File: src/rtl/ascon_serial_ctrl.sv
// ascon_serial_ctrl: command/result front end for the bit-serial ASCON-128 core.
// One accepted command runs the whole core sequence: core reset, MSB-first
// serial load of key/nonce/AD/data, start pulse, wait for ready (with timeout),
// a short settle gap, then LSB-first readout of the output text and the tag.
module ascon_serial_ctrl #(
    parameter int K            = 128,
    parameter int Y            = 104,
    parameter int L            = 40,
    parameter int RST_CYCLES   = 2,
    parameter int START_CYCLES = 3,
    parameter int READ_GAP     = 2,
    parameter int TIMEOUT      = 4096
) (
    input  logic           clk,
    input  logic           rst,
    input  logic           cmd_valid,
    output logic           cmd_ready,
    input  logic           cmd_decrypt,
    input  logic [K-1:0]   cmd_key,
    input  logic [127:0]   cmd_nonce,
    input  logic [L-1:0]   cmd_ad,
    input  logic [Y-1:0]   cmd_data,
    output logic           res_valid,
    input  logic           res_ready,
    output logic [Y-1:0]   res_data,
    output logic [127:0]   res_tag,
    output logic           res_err,
    output logic           busy,
    output logic           core_rst,
    output logic           core_key_si,
    output logic           core_nonce_si,
    output logic           core_ad_si,
    output logic           core_data_si,
    output logic           core_start,
    output logic           core_decrypt,
    input  logic           core_data_so,
    input  logic           core_tag_so,
    input  logic           core_ready
);

    localparam int MAXW_KY  = (K > Y) ? K : Y;
    localparam int MAXW_KYL = (MAXW_KY > L) ? MAXW_KY : L;
    localparam int MAXW     = (MAXW_KYL > 128) ? MAXW_KYL : 128;
    localparam int CW       = $clog2(MAXW + 1);
    localparam int WW       = $clog2(TIMEOUT + 1);

    // Terminal counts, pre-sized to the counter widths they are compared with.
    localparam logic [CW-1:0] RST_LAST   = CW'(RST_CYCLES - 1);
    localparam logic [CW-1:0] START_LAST = CW'(START_CYCLES - 1);
    localparam logic [CW-1:0] GAP_LAST   = CW'(READ_GAP - 1);
    localparam logic [CW-1:0] BIT_LAST   = CW'(MAXW - 1);
    localparam logic [CW-1:0] Y_BITS     = CW'(Y);
    localparam logic [CW-1:0] TAG_BITS   = CW'(128);
    localparam logic [WW-1:0] WAIT_LAST  = WW'(TIMEOUT - 1);

    typedef enum logic [2:0] {
        S_IDLE  = 3'd0,
        S_CRST  = 3'd1,
        S_LOAD  = 3'd2,
        S_START = 3'd3,
        S_WAIT  = 3'd4,
        S_GAP   = 3'd5,
        S_READ  = 3'd6,
        S_DONE  = 3'd7
    } state_t;

    state_t         state_q, state_d;
    logic [CW-1:0]  cnt_q, cnt_d;          // shared phase / bit counter
    logic [WW-1:0]  wcnt_q, wcnt_d;        // WAIT cycle counter

    // Load shift registers: the MSB is always the bit being presented, and
    // zeros shift in from the bottom so a line past its width drives 0.
    logic [K-1:0]   key_sr_q, key_sr_d;
    logic [127:0]   nonce_sr_q, nonce_sr_d;
    logic [L-1:0]   ad_sr_q, ad_sr_d;
    logic [Y-1:0]   data_sr_q, data_sr_d;

    logic           cmd_ready_q, cmd_ready_d;
    logic           res_valid_q, res_valid_d;
    logic [Y-1:0]   res_data_q, res_data_d;
    logic [127:0]   res_tag_q, res_tag_d;
    logic           res_err_q, res_err_d;
    logic           busy_q, busy_d;
    logic           core_rst_q, core_rst_d;
    logic           key_si_q, key_si_d;
    logic           nonce_si_q, nonce_si_d;
    logic           ad_si_q, ad_si_d;
    logic           data_si_q, data_si_d;
    logic           core_start_q, core_start_d;
    logic           core_decrypt_q, core_decrypt_d;

    // Next-state, counters, shift registers and next values of every output.
    always_comb begin
        state_d        = state_q;
        cnt_d          = cnt_q;
        wcnt_d         = wcnt_q;
        key_sr_d       = key_sr_q;
        nonce_sr_d     = nonce_sr_q;
        ad_sr_d        = ad_sr_q;
        data_sr_d      = data_sr_q;
        res_data_d     = res_data_q;
        res_tag_d      = res_tag_q;
        res_err_d      = res_err_q;
        core_decrypt_d = core_decrypt_q;

        case (state_q)
            S_IDLE: begin
                if (cmd_valid && cmd_ready_q) begin
                    key_sr_d       = cmd_key;
                    nonce_sr_d     = cmd_nonce;
                    ad_sr_d        = cmd_ad;
                    data_sr_d      = cmd_data;
                    core_decrypt_d = cmd_decrypt;
                    res_err_d      = 1'b0;
                    cnt_d          = '0;
                    state_d        = S_CRST;
                end
            end
            S_CRST: begin
                if (cnt_q == RST_LAST) begin
                    cnt_d   = '0;
                    state_d = S_LOAD;
                end else begin
                    cnt_d = cnt_q + 1'b1;
                end
            end
            S_LOAD: begin
                // Advance to the next bit; the last shift is harmless since
                // the lines are forced low outside LOAD.
                key_sr_d   = {key_sr_q[K-2:0], 1'b0};
                nonce_sr_d = {nonce_sr_q[126:0], 1'b0};
                ad_sr_d    = {ad_sr_q[L-2:0], 1'b0};
                data_sr_d  = {data_sr_q[Y-2:0], 1'b0};
                if (cnt_q == BIT_LAST) begin
                    cnt_d   = '0;
                    state_d = S_START;
                end else begin
                    cnt_d = cnt_q + 1'b1;
                end
            end
            S_START: begin
                if (cnt_q == START_LAST) begin
                    wcnt_d  = '0;
                    state_d = S_WAIT;
                end else begin
                    cnt_d = cnt_q + 1'b1;
                end
            end
            S_WAIT: begin
                // Ready wins over the timeout when both land on the same cycle.
                if (core_ready) begin
                    cnt_d   = '0;
                    state_d = S_GAP;
                end else if (wcnt_q == WAIT_LAST) begin
                    res_err_d  = 1'b1;
                    res_data_d = '0;
                    res_tag_d  = '0;
                    state_d    = S_DONE;
                end else begin
                    wcnt_d = wcnt_q + 1'b1;
                end
            end
            S_GAP: begin
                if (cnt_q == GAP_LAST) begin
                    cnt_d   = '0;
                    state_d = S_READ;
                end else begin
                    cnt_d = cnt_q + 1'b1;
                end
            end
            S_READ: begin
                // LSB first: each new bit enters at the top and walks down, so
                // after Y (resp. 128) shifts bit r sits at index r.
                if (cnt_q < Y_BITS) begin
                    res_data_d = {core_data_so, res_data_q[Y-1:1]};
                end
                if (cnt_q < TAG_BITS) begin
                    res_tag_d = {core_tag_so, res_tag_q[127:1]};
                end
                if (cnt_q == BIT_LAST) begin
                    state_d = S_DONE;
                end else begin
                    cnt_d = cnt_q + 1'b1;
                end
            end
            S_DONE: begin
                if (res_ready) begin
                    state_d = S_IDLE;
                end
            end
            default: state_d = S_IDLE;
        endcase

        // Outputs are registered alongside the state they belong to.
        cmd_ready_d  = (state_d == S_IDLE);
        busy_d       = (state_d != S_IDLE);
        res_valid_d  = (state_d == S_DONE);
        core_rst_d   = (state_d == S_CRST);
        core_start_d = (state_d == S_START);
        key_si_d     = (state_d == S_LOAD) & key_sr_d[K-1];
        nonce_si_d   = (state_d == S_LOAD) & nonce_sr_d[127];
        ad_si_d      = (state_d == S_LOAD) & ad_sr_d[L-1];
        data_si_d    = (state_d == S_LOAD) & data_sr_d[Y-1];
    end

    // Single state/output register bank; reset parks the core in reset.
    always_ff @(posedge clk) begin
        if (rst) begin
            state_q        <= S_IDLE;
            cnt_q          <= '0;
            wcnt_q         <= '0;
            key_sr_q       <= '0;
            nonce_sr_q     <= '0;
            ad_sr_q        <= '0;
            data_sr_q      <= '0;
            cmd_ready_q    <= 1'b0;
            res_valid_q    <= 1'b0;
            res_data_q     <= '0;
            res_tag_q      <= '0;
            res_err_q      <= 1'b0;
            busy_q         <= 1'b0;
            core_rst_q     <= 1'b1;
            key_si_q       <= 1'b0;
            nonce_si_q     <= 1'b0;
            ad_si_q        <= 1'b0;
            data_si_q      <= 1'b0;
            core_start_q   <= 1'b0;
            core_decrypt_q <= 1'b0;
        end else begin
            state_q        <= state_d;
            cnt_q          <= cnt_d;
            wcnt_q         <= wcnt_d;
            key_sr_q       <= key_sr_d;
            nonce_sr_q     <= nonce_sr_d;
            ad_sr_q        <= ad_sr_d;
            data_sr_q      <= data_sr_d;
            cmd_ready_q    <= cmd_ready_d;
            res_valid_q    <= res_valid_d;
            res_data_q     <= res_data_d;
            res_tag_q      <= res_tag_d;
            res_err_q      <= res_err_d;
            busy_q         <= busy_d;
            core_rst_q     <= core_rst_d;
            key_si_q       <= key_si_d;
            nonce_si_q     <= nonce_si_d;
            ad_si_q        <= ad_si_d;
            data_si_q      <= data_si_d;
            core_start_q   <= core_start_d;
            core_decrypt_q <= core_decrypt_d;
        end
    end

    assign cmd_ready     = cmd_ready_q;
    assign res_valid     = res_valid_q;
    assign res_data      = res_data_q;
    assign res_tag       = res_tag_q;
    assign res_err       = res_err_q;
    assign busy          = busy_q;
    assign core_rst      = core_rst_q;
    assign core_key_si   = key_si_q;
    assign core_nonce_si = nonce_si_q;
    assign core_ad_si    = ad_si_q;
    assign core_data_si  = data_si_q;
    assign core_start    = core_start_q;
    assign core_decrypt  = core_decrypt_q;

endmodule

File: config.mk
export PLATFORM = sky130hd
export DESIGN_NAME = ascon_serial_ctrl
export DESIGN_NICKNAME = d
export VERILOG_FILES = /design/src/rtl/ascon_serial_ctrl.sv
export SDC_FILE = /design/constraint.sdc
export NUM_CORES = 1
export LEC_CHECK = 0
export CAP_MARGIN = 5
export CORE_AREA = 2 2 255 257
export CTS_BUF_LIST = sky130_fd_sc_hd__clkbuf_4
export CTS_CLUSTER_DIAMETER = 100
export DETAILED_ROUTE_END_ITERATION = 8
export DIE_AREA = 0 0 257 259
export GPL_ROUTABILITY_DRIVEN = 1
export PLACE_DENSITY_LB_ADDON = 0.25
export SLEW_MARGIN = 30
export SYNTH_ARGS = -nofsm -noshare
export SYNTH_HDL_FRONTEND = slang
export SYNTH_SLANG_ARGS = --single-unit
File: constraint.sdc
create_clock -name clk -period 2.91 [get_ports clk]
set_input_delay 0.582 -clock clk [delete_from_list [all_inputs] [get_ports clk]]
set_output_delay 0.582 -clock clk [all_outputs]
set_load 0.01 [all_outputs]
==> out/results.txt <==
CP Launch Type -> flip-flop
Type of the worst setup path -> reg -> out
H-tree levels -> 4
Count of endpoints failing hold in the final timing report -> 0
Min-Delay Path Class -> in -> reg
Most used flip-flop cell after synthesis -> sky130_fd_sc_hd__dfxtp_1
Max capacitance violation total -> 0
Count of buffering cells on the critical path with inverters included -> 1
PortBufs -> 650
Number of core rows -> 93
Setup slack on the worst flop-to-flop path -> 0.30 ns
Worst Path Arrival -> 2.08 ns
Clock net sink count -> 667
Sum of met3 wire segment lengths after detailed routing -> 7040 µm
Clock transition at the registers of the reported paths -> 0.06 ns
Layout overhead on the synthesized area -> 39.1%
Die extent in y -> 259 µm
Detailed-routing wirelength on met1 -> 33400 µm
Share of synthesized registers carrying an async set or reset -> 0%
Least-Margin Pin Slew -> 0.960 ns
Setup-violating endpoint count in the final report -> 0
Count of routing violations after the opening detailed-route iteration -> 2047
Sequential share of the synthesized area -> 52.6%
Peak ir drop on the vdd network -> 0.591 mV
Count of final max-slew check failures -> 0
Levels on crit path -> 1
Shortest clock period the worst path allows after layout -> 2.66 ns
Global-route usage over all layers -> 23.6%
Root Buffer -> sky130_fd_sc_hd__clkbuf_4
Fill count -> 5931
CP top delay family -> buffers and inverters
Number of global-route vias before repair -> 23600
First-pass iteration count of the detailed router -> 5
Worst setup path startpoint -> cmd_ready
Reg2reg path depth -> 5
WL final -> 81500 µm
Count of boundary I/O pins -> 651
Mean Syn Cell Area -> 8.36 µm²
Maximum root-to-sink buffer count -> 3
Max FO, Critical Path -> 5
Synthesis Warnings -> 0
Worst max-slew margin expressed relative to the limit -> 36.0%
Effective utilization at floorplan -> 39.7%
Run status -> finished clean
Clock tree from TritonCTS -> yes
Non-Filler Cell Area, Final -> 35300 µm²
Data required time at the worst endpoint -> 2.33 ns
Core region area -> 63900 µm²
Share of post-route cells with drive strength above 1 -> 10.3%
Number of library cell types mapped by synthesis -> 56
Vias after detailed routing -> 24600
Global placer's final weighted congestion -> 0.823
Post-CTS Setup Bufs -> 0
R2R Path End -> core_ad_si
Leading cell type in the layout, fill and taps excluded -> sky130_fd_sc_hd__nor2_1
GR Overflow Total -> 0
Largest net degree at the start of global routing -> 192
Count of hold buffers inserted by post-cts repair -> 1
Critical Path Sink Type -> output pin
Cell at the slowest stage of the critical path -> sky130_fd_sc_hd__clkdlybuf4s50_1
Maximum clock frequency -> 0.376 GHz
Overall die width -> 257 µm
Post-DR vias/cell -> 5.29
Cells resized by post-CTS repair -> 0
Detail Route Antenna Nets -> 0
Critical Path Max Stage Delay -> 0.68 ns
Post-Syn Instances -> 3033
Setup skew after layout -> 0.0490 ns
Final clock period utilization by the worst path -> 91.5%
Mean routed wirelength per cell -> 17.5 µm
Clock latency reported for the late side of the worst-skew pair -> 0.99 ns
Number of buffers created by CTS -> 174
Placed cell count -> 4330
Mapped Nets -> 3445
Destination of the critical timing path -> cmd_ready
Initial antenna violation count -> 39
Post-detailed-placement cell area -> 32900 µm²
Startpoint of the worst-slack reg-to-reg timing path -> cnt_q[7]
Yosys reg bits -> 667
Routed met2 length -> 38600 µm
Static Leakage -> 12.5 nW
Ordered cell list for the critical path -> clkdlybuf4s50_1
Final std cells w/o fill -> 4654
Number of remaining DRC errors -> 0
Commonest cells after routing, fill and taps aside -> 806 x sky130_fd_sc_hd__nor2_1, 667 x sky130_fd_sc_hd__dfxtp_1, 649 x sky130_fd_sc_hd__clkdlybuf4s50_1
Total number of nets in the final design -> 4064
Max layer used -> met5
Worst hold slack across all endpoints -> 0.189 ns
Number of flops mapped to enable cells by yosys -> 0
Cell area after synthesis -> 25400 µm²
Half-perimeter wire length after detailed placement -> 54700 µm
Wire length of the first global-routing pass -> 127000 µm
Total Die Area -> 66600 µm²
Power density over cell area -> 843 nW/µm²
## cells in the mapped netlist, types with 7 or more instances
cell type / n / area share [%]
sky130_fd_sc_hd__nor2_1: 806 / 12
sky130_fd_sc_hd__dfxtp_1: 667 / 53
sky130_fd_sc_hd__o221ai_1: 392 / 14
sky130_fd_sc_hd__a21oi_1: 252 / 5.0
sky130_fd_sc_hd__nand2_1: 250 / 3.7
sky130_fd_sc_hd__nand3_1: 239 / 4.7
sky130_fd_sc_hd__clkbuf_1: 238 / 3.5
sky130_fd_sc_hd__buf_2: 26 / 0.51
sky130_fd_sc_hd__buf_1: 20 / 0.30
sky130_fd_sc_hd__o21ai_0: 12 / 0.24
sky130_fd_sc_hd__nor3_1: 8 / 0.16
sky130_fd_sc_hd__or3_1: 8 / 0.20
sky130_fd_sc_hd__nand4_1: 7 / 0.17
sky130_fd_sc_hd__o31ai_1: 7 / 0.21
sky130_fd_sc_hd__or4_1: 7 / 0.21
## metal layers
metal | track usage, % | up-vias
met5 | 0 | -
met4 | 10.6 | 28
met3 | 9.10 | 162
met2 | 37.8 | 760
met1 | 28.1 | 11500
li1 | - | 12200
## where the power goes
group,internal [mW],switching [mW],total [mW]
Clock,4.60,3.81,8.40
Sequential,11.8,1.41,13.2
Combinational,3.35,4.79,8.14
Total,19.8,10.0,29.8
## cell type report
class,instances,area (µm²),share of cell area [%]
Antenna cell,28,70.1,0.199
Clock buffer,268,2010,5.70
Clock inverter,27,258,0.730
Inverter,6,30.0,0.0851
Multi-Input combinational cell,2069,10900,30.8
Sequential cell,667,13400,37.8
Tap cell,855,1070,3.03
Timing Repair Buffer,734,7630,21.6
## how the worst min path moves through the flow
stage                 from           end  slack, ns  depth (start not counted)
6_report       cmd_decrypt  core_decrypt       0.19                          3
5_1_grt        core_tag_so  res_tag[127]       0.10                          3
4_1_cts        cmd_decrypt  core_decrypt       0.04                          3
3_5_place_dp    wcnt_q[12]    wcnt_q[12]       0.43                          1
3_3_place_gp    wcnt_q[12]    wcnt_q[12]       0.43                          1
2_1_floorplan   wcnt_q[12]    wcnt_q[12]       0.42                          1
## state kept, by name (all words and copies together) (netlist names)
| register | flops |
|---|---|
| nonce_sr_q | 128 |
| core_data_si | 1 |
| res_valid | 1 |
| core_rst | 1 |
| busy | 1 |
| core_decrypt | 1 |
| ad_sr_q | 40 |
| res_err | 1 |
| core_key_si | 1 |
| res_data | 104 |
| res_tag | 128 |
| data_sr_q | 104 |
| cmd_ready | 1 |
| core_ad_si | 1 |
| cnt_q | 8 |
| state_q | 3 |
| core_nonce_si | 1 |
| core_start | 1 |
| key_sr_q | 128 |
| wcnt_q | 13 |
## cell families (layout without fill, tap and decap cells)
| kind of cell | count (synthesis) | after routing | synth area share (%) |
|---|---|---|---|
| simple gates | 1365 | 1365 | 22.2 |
| compound gates | 697 | 697 | 20.1 |
| flops | 667 | 667 | 52.6 |
| buf+inv | 297 | 1035 | 4.72 |
| fa+ha+maj | 4 | 4 | 0.197 |
| xor+xnor | 3 | 3 | 0.104 |
| other cells | 0 | 28 | 0 |
## stage by stage
step	utilization, %	power (mW)	setup slack (ns)	setup TNS (ns)
after CTS	55.1	30.1	0.0477	0
after global routing	55.2	32.0	-0.00134	-0.00134
final	55.2	29.8	0.247	0
after global placement	51.6	21.4	-0.0577	-2.36
after floorplan	-	18.8	0.391	0
after detailed placement	51.6	21.5	-0.0883	-4.23
Note: power is estimated with default switching activity, not from simulation.
